[config.mk]
export PLATFORM = sky130hd
export DESIGN_NAME = stream_sink_flat
export DESIGN_NICKNAME = d
export VERILOG_FILES = /design/src/rtl/stream_sink_if.sv /design/src/rtl/stream_sink.sv /design/src/flat_wrapper.sv
export SDC_FILE = /design/constraint.sdc
export NUM_CORES = 1
export LEC_CHECK = 0
export CAP_MARGIN = 25
export CORE_MARGIN = 4
export CORE_UTILIZATION = 45
export DETAILED_ROUTE_END_ITERATION = 8
export PLACE_DENSITY = 0.63
export SYNTH_ARGS = -nofsm -noshare
export SYNTH_HDL_FRONTEND = slang
export SYNTH_SLANG_ARGS = --single-unit
[constraint.sdc]
create_clock -name clk -period 2.6 [get_ports clk]
set_input_delay 0.52 -clock clk [delete_from_list [all_inputs] [get_ports clk]]
set_output_delay 0.52 -clock clk [all_outputs]
set_load 0.01 [all_outputs]
[src/rtl/stream_sink_if.sv]
// Byte stream carrying valid/ready/last handshake between a source (master) and a sink (slave).
interface stream_sink_if #(
  parameter int DATA_W = 8
);
  logic [DATA_W-1:0] tdata;
  logic              tvalid;
  logic              tready;
  logic              tlast;

  modport master (output tdata, output tvalid, output tlast, input tready);
  modport slave  (input tdata, input tvalid, input tlast, output tready);
endinterface

[src/rtl/stream_sink.sv]
// Stream sink: circular FIFO of {last,data} beats drained through a registered pop port.
// Define STREAM_SINK_DROP_EN to always accept and discard beats offered while full (sticky overflow).
module stream_sink #(
  parameter int DATA_W = 8,
  parameter int DEPTH  = 16,
  parameter int ADDR_W = 4
) (
  input  logic              clk,
  input  logic              rst_n,
  stream_sink_if.slave      s,
  input  logic              pop_i,
  output logic [DATA_W-1:0] dout_o,
  output logic              dout_valid_o,
  output logic              dout_last_o,
  output logic [ADDR_W:0]   buff_count_o,
  output logic [ADDR_W:0]   frame_count_o,
  output logic              empty_o,
  output logic              full_o,
  output logic              overflow_o
);

  localparam logic [ADDR_W:0]   CNT_FULL = (ADDR_W+1)'(DEPTH);
  localparam logic [ADDR_W:0]   CNT_ONE  = (ADDR_W+1)'(1);
  localparam logic [ADDR_W-1:0] PTR_ONE  = ADDR_W'(1);

  logic [DATA_W:0]   mem_q [DEPTH];
  logic [ADDR_W-1:0] wr_ptr_q, wr_ptr_d;
  logic [ADDR_W-1:0] rd_ptr_q, rd_ptr_d;
  logic [ADDR_W:0]   count_q, count_d;
  logic [ADDR_W:0]   frames_q, frames_d;
  logic [DATA_W-1:0] dout_q, dout_d;
  logic              dout_last_q, dout_last_d;
  logic              dout_valid_q, dout_valid_d;

  logic              full;
  logic              empty;
  logic              accept;
  logic              rd_en;
  logic [DATA_W:0]   rd_entry;
  logic              rd_last;

  // Status decodes come from registered count only, so tready never depends on tvalid or pop.
  assign full     = (count_q == CNT_FULL);
  assign empty    = (count_q == '0);
  assign accept   = s.tvalid && !full;
  assign rd_en    = pop_i && !empty;
  assign rd_entry = mem_q[rd_ptr_q];
  assign rd_last  = rd_entry[DATA_W];

  always_comb begin
    wr_ptr_d     = wr_ptr_q;
    rd_ptr_d     = rd_ptr_q;
    count_d      = count_q;
    frames_d     = frames_q;
    dout_d       = dout_q;
    dout_last_d  = dout_last_q;
    dout_valid_d = 1'b0;

    if (accept) begin
      wr_ptr_d = wr_ptr_q + PTR_ONE;
    end

    if (rd_en) begin
      rd_ptr_d     = rd_ptr_q + PTR_ONE;
      dout_d       = rd_entry[DATA_W-1:0];
      dout_last_d  = rd_last;
      dout_valid_d = 1'b1;
    end

    case ({accept, rd_en})
      2'b10:   count_d = count_q + CNT_ONE;
      2'b01:   count_d = count_q - CNT_ONE;
      default: count_d = count_q;
    endcase

    case ({accept && s.tlast, rd_en && rd_last})
      2'b10:   frames_d = frames_q + CNT_ONE;
      2'b01:   frames_d = frames_q - CNT_ONE;
      default: frames_d = frames_q;
    endcase
  end

  always_ff @(posedge clk or negedge rst_n) begin
    if (!rst_n) begin
      wr_ptr_q     <= '0;
      rd_ptr_q     <= '0;
      count_q      <= '0;
      frames_q     <= '0;
      dout_q       <= '0;
      dout_last_q  <= 1'b0;
      dout_valid_q <= 1'b0;
    end else begin
      wr_ptr_q     <= wr_ptr_d;
      rd_ptr_q     <= rd_ptr_d;
      count_q      <= count_d;
      frames_q     <= frames_d;
      dout_q       <= dout_d;
      dout_last_q  <= dout_last_d;
      dout_valid_q <= dout_valid_d;
    end
  end

  // Storage is left uninitialised by reset; only pointers decide what is valid.
  always_ff @(posedge clk) begin
    if (accept) begin
      mem_q[wr_ptr_q] <= {s.tlast, s.tdata};
    end
  end

`ifdef STREAM_SINK_DROP_EN
  logic overflow_q, overflow_d;

  assign overflow_d = overflow_q || (s.tvalid && full);

  always_ff @(posedge clk or negedge rst_n) begin
    if (!rst_n) begin
      overflow_q <= 1'b0;
    end else begin
      overflow_q <= overflow_d;
    end
  end

  assign s.tready   = 1'b1;
  assign overflow_o = overflow_q;
`else
  assign s.tready   = !full;
  assign overflow_o = 1'b0;
`endif

  assign dout_o        = dout_q;
  assign dout_valid_o  = dout_valid_q;
  assign dout_last_o   = dout_last_q;
  assign buff_count_o  = count_q;
  assign frame_count_o = frames_q;
  assign empty_o       = empty;
  assign full_o        = full;

endmodule

[src/flat_wrapper.sv]
// flat-port wrapper written by rule: the top's interface ports become plain ports
module stream_sink_flat 
#(
  parameter int DATA_W = 8,
  parameter int DEPTH  = 16,
  parameter int ADDR_W = 4
)
  (clk, rst_n, pop_i, dout_o, dout_valid_o, dout_last_o, buff_count_o, frame_count_o, empty_o, full_o, overflow_o, s_tdata, s_tvalid, s_tlast, s_tready);
  stream_sink_if #(.DATA_W(DATA_W)) s_i ();
  input  logic clk;
  input  logic rst_n;
  input  logic pop_i;
  output logic [DATA_W-1:0] dout_o;
  output logic dout_valid_o;
  output logic dout_last_o;
  output logic [ADDR_W:0] buff_count_o;
  output logic [ADDR_W:0] frame_count_o;
  output logic empty_o;
  output logic full_o;
  output logic overflow_o;
  input wire logic [$bits(s_i.tdata)-1:0] s_tdata;
  input wire logic [$bits(s_i.tvalid)-1:0] s_tvalid;
  input wire logic [$bits(s_i.tlast)-1:0] s_tlast;
  output wire logic [$bits(s_i.tready)-1:0] s_tready;
  assign s_i.tdata = s_tdata;
  assign s_i.tvalid = s_tvalid;
  assign s_i.tlast = s_tlast;
  assign s_tready = s_i.tready;
  stream_sink #(.DATA_W(DATA_W), .DEPTH(DEPTH), .ADDR_W(ADDR_W)) u_core (.clk(clk), .rst_n(rst_n), .s(s_i), .pop_i(pop_i), .dout_o(dout_o), .dout_valid_o(dout_valid_o), .dout_last_o(dout_last_o), .buff_count_o(buff_count_o), .frame_count_o(frame_count_o), .empty_o(empty_o), .full_o(full_o), .overflow_o(overflow_o));
endmodule
==> flow_summary_export.csv <==
group,metric,value,unit
critical_path,path_max_fanout,3,
detailed_routing,drcViolationCount,0,
final_layout,multi_input_area,1890,um2
logic_synthesis,avgSynthCellArea,18.2,um2
final_layout,diodes,0,
critical_path,worstSetupStartpoint,"u_core.buff_count_o[2]",
global_route,grt_pass1_vias,3632,
logic_synthesis,synth_edf_count,144,
power,finalPower,9.49,mW
die,die_height,133,um
detailed_routing,vias,3565,
sta,max_freq,0.358,GHz
sta,setup-violations-final,4,
min_path,hold_depth,1,
logic_synthesis,ys_types,40,
die,start_util,46.1,%
placement,post-place-ws,-358,ps
sta,post-route-worst-setup-slack,-196,ps
final_layout,postLayoutCoreUtil,55.7,%
power,peakVddDrop,0.000537,V
critical_path,r2r_setup_slack,-200,ps
critical_path,r2r-start,"u_core.buff_count_o[2]",
global_route,antenna_found_initial,0,
critical_path,crit_required,2910,ps
logic_synthesis,yosysMostFrequentCell,"edfxtp_1",
final_layout,ff_latch_area,5030,um2
logic_synthesis,ys_seq_elements,172,
final_layout,layout-drive-gt1-share,27.6,%
placement,port_buffers,35,
detailed_routing,via_per_inst,5.38,
clocking,htreeDepth,4,
power,cellLeakagePower,3.00,nW
clocking,cts_max_path_buffers,2,
final_layout,area_growth,20.9,%
sta,period_needed,2800,ps
die,io_pins,37,
critical_path,start_kind,"flop",
critical_path,endpoint_kind,"flop",
logic_synthesis,synth_commonest_cells,"144 x edfxtp_1, 33 x nand2_1, 30 x mux4_2",
global_route,grt_first_pass_wirelength,21000,um
sta,fin_tns_setup,-384,ps
clocking,cts_sinks,172,
logic_synthesis,netlist_area,7000,um2
global_route,grt_max_degree,29,
sta,period_share,108,%
logic_synthesis,ys_seq_area_share,71.8,%
job,maxCapViolCount,0,
critical_path,cp.arrival,3110,ps
clocking,clk_pin_slew,60,ps
global_route,gr-total-overflow,0,
clocking,holdBufCountCts,0,
logic_synthesis,synthArstFlopShare,16.3,%
critical_path,r2r-end,"u_core.frame_count_o[4]",
die,die_w,133,um
logic_synthesis,synth-warning-count,0,
min_path,worstHoldPathType,"reg2reg",
detailed_routing,drt_iter0_markers,300,
critical_path,reg2reg_depth,12,
outcome,violations,"negative setup slack",
sta,grt_setup_unrepaired,"yes",
logic_synthesis,synth_nets,412,
sta,maxSlewHeadroom,59.2,%
sta,final_hold_viol_count,0,
placement,gp_congestion,0.814,
die,dieArea,17600,um2
detailed_routing,drt_wl_total,13100,um
logic_synthesis,synth_top_area_share,61.7,%
critical_path,critPathKind,"reg2reg",
logic_synthesis,synth_top_flop_cell,"edfxtp_1",
die,rows,45,
sta,tightestPinTransition,610,ps
placement,dpl_cell_area,7840,um2
min_path,worstHoldStart,"u_core.frame_count_o[4]",
logic_synthesis,synthTopCellsByArea,"edfxtp_1 62%, dfrtp_1 10%, mux4_2 9.6%, ha_1 2.3%, nand2_1 1.8%",
logic_synthesis,syn_inst,384,
global_route,grtUsageTotal,16.1,%
placement,dp_hpwl,8490,um
sta,finalMaxSlewViolations,0,
logic_synthesis,yosys.area.top_type,"edfxtp_1",
clocking,worstSkewPairLatency,430,ps
clocking,cts_buffers,17,
detailed_routing,wl_per_cell,19.8,um
final_layout,nNetsFinal,490,
detailed_routing,dr.pass1.iters,5,
final_layout,fillCellCount,1166,
final_layout,finalInstanceArea,8460,um2
critical_path,endpoint,"u_core.frame_count_o[4]",
clocking,clockRootBuffer,"clkbuf_16",
clocking,cts_tree,"built",
outcome,status,"finished with violations",
detailed_routing,ant_nets,0,
sta,fin_worst_skew,9.43,ps
die,fp.coreArea,15200,um2
power,powerDensity,1120,nW/um2
placed cells by master (no fill, tap or decap), drive strengths merged, types with 2 or more instances in the layout:
| master | count |
|---|---|
| mux2 | 3 |
| a21o | 4 |
| o21ai | 16 |
| a21oi | 4 |
| nor3 | 5 |
| nand4 | 2 |
| clkdlybuf4s50 | 34 |
| ha | 13 |
| mux2i | 11 |
| nor2 | 14 |
| fa | 2 |
| dfrtp | 28 |
| clkinv | 7 |
| xnor2 | 10 |
| inv | 14 |
| edfxtp | 144 |
| mux4 | 34 |
| nand2b | 4 |
| nand2 | 33 |
| xor2 | 5 |
| o221ai | 8 |
| clkbuf | 17 |
| clkinvlp | 2 |
| buf | 46 |
timing repair:
item                       in CTS  in global routing
setup buffers                   0                  1
setup endpoints to repair       5                  4
pin swaps                       3                  4
gates resized for setup         6                  9
cell families after synthesis:
| family | synth area share (%) |
|---|---|
| flip-flops | 71.8 |
| AND/OR/NAND/NOR | 4.23 |
| multiplexers | 13.2 |
| AO/OA/AOI/OAI | 3.57 |
| buffers and inverters | 2.41 |
| adder cells (fa/ha/maj) | 2.89 |
| XOR/XNOR | 1.88 |
| other | 0.0535 |
per-stage QoR:
stage               hold slack [ps]  instances
detailed placement              472        630
finish                          473        663
CTS                             482        662
floorplan                       224        384
global placement                463        630
global route                    491        663
state kept, by name (all words and copies together) (netlist names):
register and count:
u_core.mem_q 144, u_core.dout_o 8, u_core.buff_count_o 5, u_core.frame_count_o 5
u_core.rd_ptr_q 4, u_core.wr_ptr_q 4, u_core.dout_last_o 1, u_core.dout_valid_o 1
metal layers:
metal	vias up	wire length, um	track usage (%)
met1	1815	6020	22.8
met4	0	165	4.56
met2	89	6290	24.7
met5	-	0	0
li1	1644	-	-
met3	17	670	4.41
critical path: stages (launching register included):
cell and delay, ps:
dfrtp_1 370, or4_4 560, o21ai_4 180, nor3_2 60, o21bai_4 180, ha_4 170, buf_6 120, ha_4 250
nor2b_1 150, o21ai_2 70, nand3_1 90, or3b_1 360, xnor2_1 130
where the power goes:
group / switching (mW) / internal, mW / leakage [nW]
Clock: 1.08 / 1.34 / 0.277
Combinational: 1.61 / 1.75 / 1.10
Sequential: 0.268 / 3.46 / 1.63
worst min-delay path by stage:
stage | end | slack [ps]
CTS | u_core.frame_count_o[4] | 480
global route | u_core.frame_count_o[4] | 490
detailed placement | u_core.frame_count_o[4] | 470
global placement | u_core.frame_count_o[4] | 460
floorplan | u_core.buff_count_o[0] | 220
finish | u_core.frame_count_o[4] | 470
area by class of cell:
type / instances / share of cell area (%)
tap: 188 / 2.78
clock buffer: 17 / 5.03
clock inverter: 15 / 1.67
sequential: 172 / 59.4
inverter: 9 / 0.399
timing repair buffer: 81 / 8.40
multi-input combinational: 181 / 22.3
Power figures use the tool's default switching activity.
